### config.mk
export PLATFORM = sky130hd
export DESIGN_NAME = duck_round_ctrl
export DESIGN_NICKNAME = d
export VERILOG_FILES = /design/src/rtl/duck_round_ctrl.sv
export SDC_FILE = /design/constraint.sdc
export NUM_CORES = 1
export LEC_CHECK = 0
export BUFFER_PORTS_ARGS = -buffer_cell sky130_fd_sc_hd__buf_2
export CAP_MARGIN = 20
export CORE_MARGIN = 5
export CORE_UTILIZATION = 30
export DETAILED_ROUTE_END_ITERATION = 6
export GPL_TIMING_DRIVEN = 0
export HOLD_SLACK_MARGIN = 0.02
export PLACE_DENSITY = 0.47
export SYNTH_ARGS = -nofsm -noshare
export SYNTH_HDL_FRONTEND = slang
export SYNTH_SLANG_ARGS = --single-unit
export TNS_END_PERCENT = 20
### constraint.sdc
create_clock -name clk -period 3.1 [get_ports clk]
set_input_delay 0.155 -clock clk [delete_from_list [all_inputs] [get_ports clk]]
set_output_delay 0.155 -clock clk [all_outputs]
set_load 0.01 [all_outputs]
### src/rtl/duck_round_ctrl.sv
// Game-flow controller for one duck-hunt game: turns button levels into click/start
// events and sequences rounds, shots, timers and the score/duck strobes.
module duck_round_ctrl #(
    parameter int SHOTS_PER_ROUND = 3,
    parameter int ROUNDS          = 10,
    parameter int ROUND_TICKS     = 300,
    parameter int PAUSE_TICKS     = 30
) (
    input  logic       clk,
    input  logic       rst,
    input  logic       tick,
    input  logic       start_btn,
    input  logic       mouse_left,
    input  logic       duck_hit,
    output logic       score_inc,
    output logic       score_clr,
    output logic       duck_respawn,
    output logic [3:0] shots_left,
    output logic [7:0] round_num,
    output logic       playing,
    output logic       game_over,
    output logic [2:0] state
);

    typedef enum logic [2:0] {
        S_IDLE        = 3'd0,
        S_ROUND_START = 3'd1,
        S_PLAYING     = 3'd2,
        S_HIT_PAUSE   = 3'd3,
        S_ROUND_END   = 3'd4,
        S_GAME_OVER   = 3'd5
    } state_t;

    localparam logic [15:0] RT_LIM = 16'(ROUND_TICKS);
    localparam logic [15:0] PT_LIM = 16'(PAUSE_TICKS);
    localparam logic [3:0]  SHOTS  = 4'(SHOTS_PER_ROUND);
    localparam logic [7:0]  RN_LIM = 8'(ROUNDS);

    state_t      state_q, state_d;
    logic        mouse_left_d, start_btn_d;
    logic        click_evt, start_evt;
    logic [15:0] rtimer_q, rtimer_d, rtimer_inc;
    logic [15:0] ptimer_q, ptimer_d, ptimer_inc;
    logic [3:0]  shots_q, shots_d;
    logic [7:0]  round_q, round_d;
    logic        inc_d, clr_d, resp_d;

    assign click_evt = mouse_left & ~mouse_left_d;
    assign start_evt = start_btn & ~start_btn_d;

    // Saturating tick counts; the limit compare uses the post-increment value so the
    // transition happens in the same cycle as the terminal tick.
    assign rtimer_inc = (tick && rtimer_q != 16'hFFFF) ? rtimer_q + 16'd1 : rtimer_q;
    assign ptimer_inc = (tick && ptimer_q != 16'hFFFF) ? ptimer_q + 16'd1 : ptimer_q;

    always_ff @(posedge clk) begin
        if (rst) begin
            state_q      <= S_IDLE;
            mouse_left_d <= 1'b1;
            start_btn_d  <= 1'b1;
            rtimer_q     <= '0;
            ptimer_q     <= '0;
            shots_q      <= '0;
            round_q      <= '0;
            score_inc    <= 1'b0;
            score_clr    <= 1'b0;
            duck_respawn <= 1'b0;
        end else begin
            state_q      <= state_d;
            mouse_left_d <= mouse_left;
            start_btn_d  <= start_btn;
            rtimer_q     <= rtimer_d;
            ptimer_q     <= ptimer_d;
            shots_q      <= shots_d;
            round_q      <= round_d;
            score_inc    <= inc_d;
            score_clr    <= clr_d;
            duck_respawn <= resp_d;
        end
    end

    always_comb begin
        state_d  = state_q;
        rtimer_d = rtimer_q;
        ptimer_d = ptimer_q;
        shots_d  = shots_q;
        round_d  = round_q;
        inc_d    = 1'b0;
        clr_d    = 1'b0;
        resp_d   = 1'b0;
        case (state_q)
            S_IDLE, S_GAME_OVER: begin
                if (start_evt) begin
                    clr_d   = 1'b1;
                    round_d = '0;
                    state_d = S_ROUND_START;
                end
            end
            S_ROUND_START: begin
                shots_d  = SHOTS;
                rtimer_d = '0;
                resp_d   = 1'b1;
                state_d  = S_PLAYING;
            end
            S_PLAYING: begin
                rtimer_d = rtimer_inc;
                // A click is resolved before a coincident timeout, so a hit still scores.
                if (click_evt && shots_q != 4'd0) begin
                    shots_d = shots_q - 4'd1;
                    if (duck_hit) begin
                        inc_d    = 1'b1;
                        ptimer_d = '0;
                        state_d  = S_HIT_PAUSE;
                    end else if (shots_q == 4'd1 || rtimer_inc >= RT_LIM) begin
                        state_d = S_ROUND_END;
                    end
                end else if (rtimer_inc >= RT_LIM) begin
                    state_d = S_ROUND_END;
                end
            end
            S_HIT_PAUSE: begin
                ptimer_d = ptimer_inc;
                if (ptimer_inc >= PT_LIM) state_d = S_ROUND_END;
            end
            S_ROUND_END: begin
                round_d = round_q + 8'd1;
                state_d = (round_q + 8'd1 == RN_LIM) ? S_GAME_OVER : S_ROUND_START;
            end
            default: state_d = S_IDLE;
        endcase
    end

    assign shots_left = shots_q;
    assign round_num  = round_q;
    assign playing    = (state_q == S_PLAYING);
    assign game_over  = (state_q == S_GAME_OVER);
    assign state      = state_q;

endmodule
# Yosys cells after proc, flatten, opt, wreduce, memory -nomap -nowiden
# Index checks and enable logic that the tools add are counted.
# W data, S select, Z words.
[classes] eq_ne=15 n_lt_le_gt_ge=2 addsub=4 reduce_logical=16 mux=21 bitwise=7
[ops] op="$mux W16" n=4
[ops] op="$pmux W16 S2" n=2
[ops] op="$add A16 B1 Y16 const B" n=2
[ops] op="$ne A16 B16 Y1 const B" n=2
[ops] op="$mux W3" n=7
[ops] op="$ge A16 B5 Y1 const B" n=1
[ops] op="$ge A16 B9 Y1 const B" n=1
[ops] op="$pmux W8 S2" n=1
[ops] op="$pmux W3 S5" n=1
[ops] op="$add A8 B1 Y8 const B" n=1
[ops] op="$eq A8 B4 Y1 const B" n=1
[ops] op="$mux W8" n=1
[ops] op="$pmux W4 S2" n=1
[ops] op="$eq A3 B2 Y1 const B" n=2
[ops] op="$eq A3 B3 Y1 const B" n=2
[ops] op="$ne A2 B2 Y1 const B" n=3
[ops] op="$reduce_bool A2 Y1" n=3
[ops] op="$not A1 Y1" n=5
[ops] op="$eq A4 B1 Y1 const B" n=1
[ops] op="$mux W4" n=1
[ops] op="$ne A4 B3 Y1 const B" n=1
[ops] op="$reduce_and A2 Y1" n=2
[ops] op="$reduce_and A4 Y1" n=1
[ops] op="$reduce_bool A4 Y1" n=1
[ops] op="12 further kinds" n=18
[totals] out_inout_bits=20 register_bits=52 elab_cells=75 inputBits=6

# Longest topological paths before layout
# Gate-level depths: netlist of the first run.
[depth] word_depth=9 depth_mapped=10 ltp_nobuf=9

# Worst setup path before layout of the first run
# OpenSTA, ideal clock, no wires.
[synth_path] path_kind="flip-flop to flip-flop" startpoint="register rtimer_q[0]" endpoint="register state_q[0], in the netlist state[0]" required_time_ns=3.012 arrival_time_ns=2.622 slack_ns=0.390 path_buffers=1 setup_ns=0.088 period_less_slack_ns=2.710 stages_incl_launch_ff=11 path_cell_list="dfxtp_1 -> ha_1 -> buf_2 -> nand3_1 -> or4_4 -> nand2_2 -> xor2_1 -> a311oi_1 -> or4_4 -> and2_4 -> a311oi_2"
[synth_via] elab_chain_cells=7 word_cells_on_any_way=9 cone_classes="add/sub: 1; order compare: 1; eq/ne: 3; mux: 1; reduce/logical: 3"
[synth_lines] element="from (decl)" line_no="42" rtl="logic [15:0] rtimer_q, rtimer_d, rtimer_inc;"
[synth_lines] element="from (signal assigned)" line_no="72" rtl="rtimer_q <= rtimer_d;"
[synth_lines] element="branches (longest 2 deep; another with $add A16 B1 Y16)"
[synth_lines] element="$mux W16 *" line_no="53" rtl="assign rtimer_inc = (tick && rtimer_q != 16'hFFFF) ? rtimer_q + 16'd1 : rtimer_q;"
[synth_lines] element="$ge A16 B9 Y1 *" line_no="114, 117"
[synth_lines] element="$logic_or A1 B1 Y1" line_no="114" rtl="end else if (shots_q == 4'd1 || rtimer_inc >= RT_LIM) begin"
[synth_lines] element="$ne A4 B3 Y1 (no line)"
[synth_lines] element="$reduce_and A4 Y1 (no line) *"
[synth_lines] element="to (signal assigned)" line_no="69" rtl="state_q <= state_d;"
[synth_lines] element="to (decl)" line_no="39" rtl="state_t state_q, state_d;"
# Mark *: on every way between the ends.
# A chain may end at the register's enable or synchronous reset.

# Final worst setup path of the first run
# Ends and elaborated chain as after synthesis.

==> flow_metrics.py, run 1 <==
metrics = {
    "timing": {
        "hold_viol_final": 0,
        "rsz0062_at_grt": "true",
        "setup_tns_ns": 0,
        "min_period_ns": 2.96,
        "fin_skew_ns": 0.00890,
        "setup_violations": 0,
        "worst_pin_slew_ns": 0.914,
        "setup_slack_ns": 0.137,
        "clock.fmax_ghz": 0.337,
        "maxSlewHeadroom_pct": 38.6,
        "drv_slew": 0,
        "holdWs_ns": 0.0407,
        "finalCritPeriodShare_pct": 95.6,
    },
    "critical_path": {
        "cp-start-kind": "flip-flop",
        "worst_setup_path_end_kind": "flip-flop",
        "worstPathRequired_ns": 3.33,
        "cp_max_fo": 10,
        "cp.arrival_ns": 3.19,
        "path_class": "reg2reg",
    },
    "synth": {
        "netlist-cell-type-count": 53,
        "synth_fp_nets": 458,
        "synth_area_um2": 3280,
        "synth_top_area_share_pct": 31.8,
        "synth_cells": 446,
        "ys_ff_latch": 52,
        "yosysWarnings": 0,
        "yosysTopAreaCell": "dfxtp_1",
        "synthFlopType": "dfxtp_1",
        "synth.avg_cell_area_um2": 7.34,
        "synth_edf_count": 0,
        "synth.top_cells.by_area": "dfxtp_1 32%, nor2_1 6.4%, nand2_1 6.0%",
        "async_flop_share_pct": 0,
        "synth_seq_area_share_pct": 31.8,
    },
    "grt": {
        "overflow": 0,
        "grt_pass1_vias": 3145,
        "grt_pass1_wl_mm": 16.1,
        "antenna_found_initial": 0,
        "grt_max_degree": 16,
        "grt_usage_pct": 15.1,
    },
    "route": {
        "drc_errors": 0,
        "wl_per_cell_um": 15.4,
        "vias": 3365,
        "drt_iter0_markers": 196,
        "routed_wl_mm": 9.54,
        "vias_per_cell": 5.44,
        "firstDrtPassIters": 5,
        "detail-route-antenna-nets": 0,
    },
    "clock_network": {
        "clk_latency_ns": 0.32,
        "cts_tree": "yes",
        "clock_sinks": 52,
        "cts_buffers": 5,
        "hold_buffers": 0,
        "cts_root_buf": "clkbuf_8",
        "cts_max_level": 2,
        "clkTransAtPathRegs_ns": 0.10,
        "cts_max_path_buffers": 2,
    },
    "floorplanning": {
        "dieArea_um2": 13100,
        "coreArea_um2": 10800,
        "die_x_um": 114,
        "die_h_um": 114,
        "start_util_pct": 30.4,
        "pin_count": 26,
        "rows": 38,
    },
    "cells_and_area": {
        "drive_above_1_share_pct": 12.3,
        "diodes": 0,
        "areaGrowthSynthToFinish_pct": 12.3,
        "final_nets": 489,
        "nFillCells": 1162,
    },
    "placed_design": {
        "hpwl_mm": 6.82,
        "place_ws_ns": 0.100,
        "io_buffers": 24,
        "place.gp.congestion": 0.830,
    },
    "worst_hold_path": {
        "hp-class": "in2reg",
    },
    "job": {
        "maxCapViolCount": 0,
    },
    "power": {
        "powerDensity_nw_per_um2": 532,
        "ir_drop_mv": 0.301,
        "power.leakage_uw": 0.00129,
    },
    "outcome": {
        "outcome": "finished clean",
    },
}
-- report_power, final --
part	internal, uW	leakage, uW	switching [uW]
Sequential	713	0.000422	49.1
Clock	179	0.0000510	245
Combinational	256	0.000816	516
-- per-stage QoR --
stage          cell area, um^2  std cells  total power, uW  util [%]
6_report                  3680        618             1960      34.1
5_1_grt                   3680        618             2120      34.1
4_1_cts                   3660        618             1990      33.9
3_5_place_dp              3570        610             1550      33.1
3_3_place_gp              3570        610             1540      33.1
2_1_floorplan             3280        446             1310         -
-- per-layer routing --
metal | global-route usage (%) | part of all wire [%] | vias up
li1 | - | - | 1705
met4 | 4.67 | 0.99 | 0
met1 | 20.1 | 48 | 1568
met2 | 24.8 | 47 | 86
met5 | 0 | 0 | -
met3 | 2.48 | 3.9 | 6
-- flip-flops by register name, indices dropped and copies added (netlist names) --
name / flops
ptimer_q: 16
duck_respawn: 1
score_clr: 1
rtimer_q: 16
round_num: 8
shots_left: 4
mouse_left_d: 1
start_btn_d: 1
score_inc: 1
state: 3
-- synthesized netlist by cell type, types with 4 or more instances --
cell,number
nor2_1,56
dfxtp_1,52
nand2_1,52
a21oi_1,29
nor3_1,25
o21ai_0,25
clkbuf_1,20
nand3_1,20
a311oi_1,16
nand4_1,13
a31oi_1,12
inv_1,10
and3_1,9
buf_2,9
xor2_1,9
a211oi_1,8
ha_1,6
or2_2,6
or3_1,6
nor4_1,5
xnor2_1,5
and4_1,4
nand2b_1,4
nor2b_1,4
-- timing repair --
item                       CTS  global route
setup buffers                0             0
setup endpoints to repair    0             3
resized for setup            0             4
-- path summary, 6_finish.rpt --
path / start / to / slack [ns] / cells after the start
min reg2reg: rtimer_q[1]$_SDFFE_PP0P_ / rtimer_q[1]$_SDFFE_PP0P_ / 0.52 / 2
max: rtimer_q[0]$_SDFFE_PP0P_ / state[0]$_SDFFE_PP0P_ / 0.14 / 10
min: mouse_left / mouse_left_d$_SDFF_PP1_ / 0.04 / 2
max reg2reg: rtimer_q[0]$_SDFFE_PP0P_ / state[0]$_SDFFE_PP0P_ / 0.14 / 10
-- area by class of cell --
cell class / instances / area [um^2] / share of cell area (%)
sequential: 52 / 1040 / 28.4
inverter: 10 / 37.5 / 1.02
clock buffer: 6 / 82.6 / 2.25
multi-input combinational: 354 / 2080 / 56.7
tap: 140 / 175 / 4.76
clock inverter: 2 / 10.0 / 0.272
timing repair buffer: 24 / 120 / 3.27
buffer: 30 / 124 / 3.37
-- layout by cell type, fill, tap and decap left out, types with 3 or more instances in the layout --
| master | Yosys | layout |
|---|---|---|
| nor2_1 | 56 | 56 |
| a211oi_1 | 8 | 8 |
| xor2_1 | 9 | 9 |
| ha_1 | 6 | 6 |
| and3_1 | 9 | 9 |
| nand3_1 | 20 | 20 |
| o21ai_0 | 25 | 25 |
| xnor2_1 | 5 | 5 |
| or2_2 | 6 | 6 |
| a311oi_1 | 16 | 16 |
| nand2_1 | 52 | 52 |
| a21oi_1 | 29 | 29 |
| or3_1 | 6 | 6 |
| dfxtp_1 | 52 | 50 |
| a31oi_1 | 12 | 12 |
| and4_1 | 4 | 4 |
| clkbuf_1 | 20 | 20 |
| clkbuf_8 | 0 | 6 |
| nand2b_1 | 4 | 4 |
| inv_1 | 10 | 10 |
| mux2i_1 | 3 | 3 |
| nand4_1 | 13 | 13 |
| a22oi_1 | 3 | 3 |
| buf_2 | 9 | 33 |
| nor4_1 | 5 | 4 |
| nor2b_1 | 4 | 4 |
| nor3_1 | 25 | 24 |
-- worst max-delay path, cell delays in order, from the launching register on --
cell	delay (ns)
dfxtp_2	0.40
ha_1	0.15
buf_2	0.20
nand3_1	0.16
or4_4	0.59
nand2_2	0.09
xor2_1	0.15
a311oi_1	0.13
or4_4	0.58
and2_4	0.18
a311oi_2	0.24
-- logic make-up after synthesis --
logic type,after synthesis,share of synthesized area (%)
buffers and inverters,40,4.93
adders and majority gates,7,2.60
xor gates and xnor gates,14,3.74
AOI/OAI and AO/OA,114,23.5
muxes,3,0.917
and+or+nand+nor,216,32.6
DFF,52,31.8
No activity file was read; power rests on OpenSTA's default activity.
==> run 2, diff against run 1 <==
--- a/config.mk
+++ b/config.mk
@@ -5,6 +5,7 @@
 export SDC_FILE = /design/constraint.sdc
 export NUM_CORES = 1
 export LEC_CHECK = 0
+export ABC_AREA = 1
 export BUFFER_PORTS_ARGS = -buffer_cell sky130_fd_sc_hd__buf_2
 export CAP_MARGIN = 20
 export CORE_MARGIN = 5
@@ -12,7 +13,7 @@
 export DETAILED_ROUTE_END_ITERATION = 6
 export GPL_TIMING_DRIVEN = 0
 export HOLD_SLACK_MARGIN = 0.02
-export PLACE_DENSITY = 0.47
+export PLACE_DENSITY = 0.46
 export SYNTH_ARGS = -nofsm -noshare
 export SYNTH_HDL_FRONTEND = slang
 export SYNTH_SLANG_ARGS = --single-unit
==> flow_metrics.py, run 2 <==
metrics = {
    "synth": {
        "synth_top_area_share_pct": 29.5,
        "ys_ff_latch": 52,
        "synth_seq_area_share_pct": 29.5,
        "synth_edf_count": 0,
        "synth.top_cells.by_area": "dfxtp_1 29%, nand2_1 22%, inv_1 7.9%",
        "synth_most_common_cell": "nand2_1",
        "synth_cells": 593,
        "synth.avg_cell_area_um2": 5.95,
        "synthFlopType": "dfxtp_1",
        "yosysTopAreaCell": "dfxtp_1",
        "ys_top_cells_by_count": "207 x nand2_1, 74 x inv_1, 62 x nor2_1, 52 x dfxtp_1, 48 x nand3_1",
        "yosysWarnings": 0,
        "synth_area_um2": 3530,
        "synth_fp_nets": 605,
        "netlist-cell-type-count": 31,
        "async_flop_share_pct": 0,
    },
    "grt": {
        "grt_usage_pct": 14.3,
        "antenna_found_initial": 0,
        "overflow": 0,
        "grt_pass1_wl_mm": 16.8,
        "grt_max_degree": 16,
        "grt_pass1_vias": 3387,
    },
    "floorplanning": {
        "die_x_um": 118,
        "die_h_um": 118,
        "pin_count": 26,
        "rows": 39,
        "start_util_pct": 30.8,
        "dieArea_um2": 14000,
        "coreArea_um2": 11500,
    },
    "cells_and_area": {
        "layoutNonFillerInstCount": 768,
        "areaGrowthSynthToFinish_pct": 13.1,
        "final_cell_mix": "207 x nand2_1, 74 x inv_1, 62 x nor2_1, 52 x dfxtp_1, 48 x nand3_1",
        "layout_commonest_cell": "nand2_1",
        "nFillCells": 1263,
        "diodes": 0,
        "final_nets": 636,
        "final_util_pct": 34.8,
        "drive_above_1_share_pct": 9.60,
    },
    "clock_network": {
        "clkTransAtPathRegs_ns": 0.07,
        "cts_max_level": 2,
        "cts_root_buf": "clkbuf_16",
        "cts_max_path_buffers": 2,
        "cts_buffers": 5,
        "clk_latency_ns": 0.29,
        "hold_buffers": 0,
        "cts_tree": "yes",
        "cts_setup_buffers": 0,
        "ctsResizeCount": 0,
        "clock_sinks": 52,
    },
    "critical_path": {
        "worstPathRequired_ns": 3.25,
        "crit_chain": "inv_1 -> ha_1 -> inv_1 -> nor3_1 -> inv_1 -> nand3_1 -> o21ai_0 -> inv_1 -> clkbuf_1 -> nand2_1 -> a21oi_1",
        "critical_path.most_common_cell": "inv_1",
        "worst_setup_path_end_kind": "flip-flop",
        "crit_slowest_cell": "o21ai_0",
        "slowest_delay_ns": 0.55,
        "cp-start-kind": "flip-flop",
        "cp.arrival_ns": 2.61,
        "path_class": "reg2reg",
        "cp_max_fo": 10,
        "regToRegSetupSlack_ns": 0.64,
    },
    "timing": {
        "worst_pin_slew_ns": 0.649,
        "clock.fmax_ghz": 0.406,
        "setup_violations": 0,
        "maxSlewHeadroom_pct": 56.6,
        "hold_viol_final": 0,
        "setup_tns_ns": 0,
        "finalCritPeriodShare_pct": 79.4,
        "fin_skew_ns": 0.00342,
        "min_period_ns": 2.46,
        "rsz0062_at_grt": "false",
        "drv_slew": 0,
    },
    "placed_design": {
        "placed_cells": 760,
        "io_buffers": 24,
        "hpwl_mm": 7.70,
        "place.gp.congestion": 0.855,
    },
    "route": {
        "drc_errors": 0,
        "routed_wl_mm": 10.1,
        "drt_iter0_markers": 209,
        "firstDrtPassIters": 4,
        "detail-route-antenna-nets": 0,
        "vias_per_cell": 4.74,
        "wl_per_cell_um": 13.2,
        "vias": 3639,
    },
    "power": {
        "powerDensity_nw_per_um2": 552,
        "ir_drop_mv": 0.365,
        "p_total_uw": 2200,
        "power.leakage_uw": 0.00172,
    },
    "job": {
        "maxCapViolCount": 0,
    },
    "worst_hold_path": {
        "hp-class": "in2reg",
    },
    "outcome": {
        "outcome": "finished clean",
    },
}
run 2: cell count changes in the layout (fill, tap and decap cells not counted), sizes merged, moves of 8 or more:
cell    delta
nor3      -18
a311oi    -18
a31oi     -11
a211oi     -8
nand2    +161
nand3     +28
nor2      +15
a21oi     +12
inv       +65
clkbuf    -10
and3       -8
run 2: routing by layer:
metal | global-route usage (%) | wire, um
met5 | 0 | 0
met3 | 2.82 | 366
met2 | 22.1 | 4430
met4 | 3.97 | 122
met1 | 20.4 | 5220
run 2: cells by family after synthesis:
group / Yosys count / synth area share [%]
AND/OR/NAND/NOR: 363 / 44.0
buffers and inverters: 89 / 10.1
adder cells (fa/ha/maj): 6 / 2.13
flip-flops: 52 / 29.5
AO/OA/AOI/OAI: 66 / 10.0
XOR/XNOR: 17 / 4.22
run 2: per-stage QoR:
stage               setup slack (ns)  hold slack (ns)  cell area [um^2]
floorplan                       1.18            0.251              3530
global placement               0.670            0.348              3830
detailed placement             0.645            0.348              3830
CTS                            0.624           0.0341              3990
global route                   0.323           0.0541              3990
finish                         0.639           0.0439              3990
run 2: path summary, 6_finish.rpt:
kind / from / to / depth (start not counted)
setup reg to reg: shots_left[0]$_SDFFE_PP0P_ / ptimer_q[1]$_SDFFE_PP0P_ / 11
setup / recovery: shots_left[0]$_SDFFE_PP0P_ / ptimer_q[1]$_SDFFE_PP0P_ / 11
hold reg to reg: shots_left[0]$_SDFFE_PP0P_ / shots_left[0]$_SDFFE_PP0P_ / 1
hold / removal: mouse_left / mouse_left_d$_SDFF_PP1_ / 3
run 2: report_power, final:
| part | internal [uW] | leakage [uW] | switching, uW |
|---|---|---|---|
| combinational | 236 | 0.00122 | 502 |
| sequential | 738 | 0.000421 | 80.1 |
| clock | 381 | 0.0000808 | 266 |
run 2: layout make-up:
type | instances | area, um^2 | area share, %
Buffer | 14 | 76.3 | 1.91
Clock inverter | 2 | 35.0 | 0.877
Tap cell | 143 | 179 | 4.48
Timing Repair Buffer | 24 | 120 | 3.01
Inverter | 75 | 282 | 7.05
Sequential cell | 52 | 1040 | 26.1
Multi-Input combinational cell | 452 | 2130 | 53.4
Clock buffer | 6 | 129 | 3.23
run 2: critical path, delay by kind of cell, from the launching register on:
family	cells	cell delay (ns)
buffers and inverters	5	0.76
AO/OA/AOI/OAI	2	0.62
flip-flops	1	0.39
AND/OR/NAND/NOR	3	0.34
adder cells (fa/ha/maj)	1	0.21
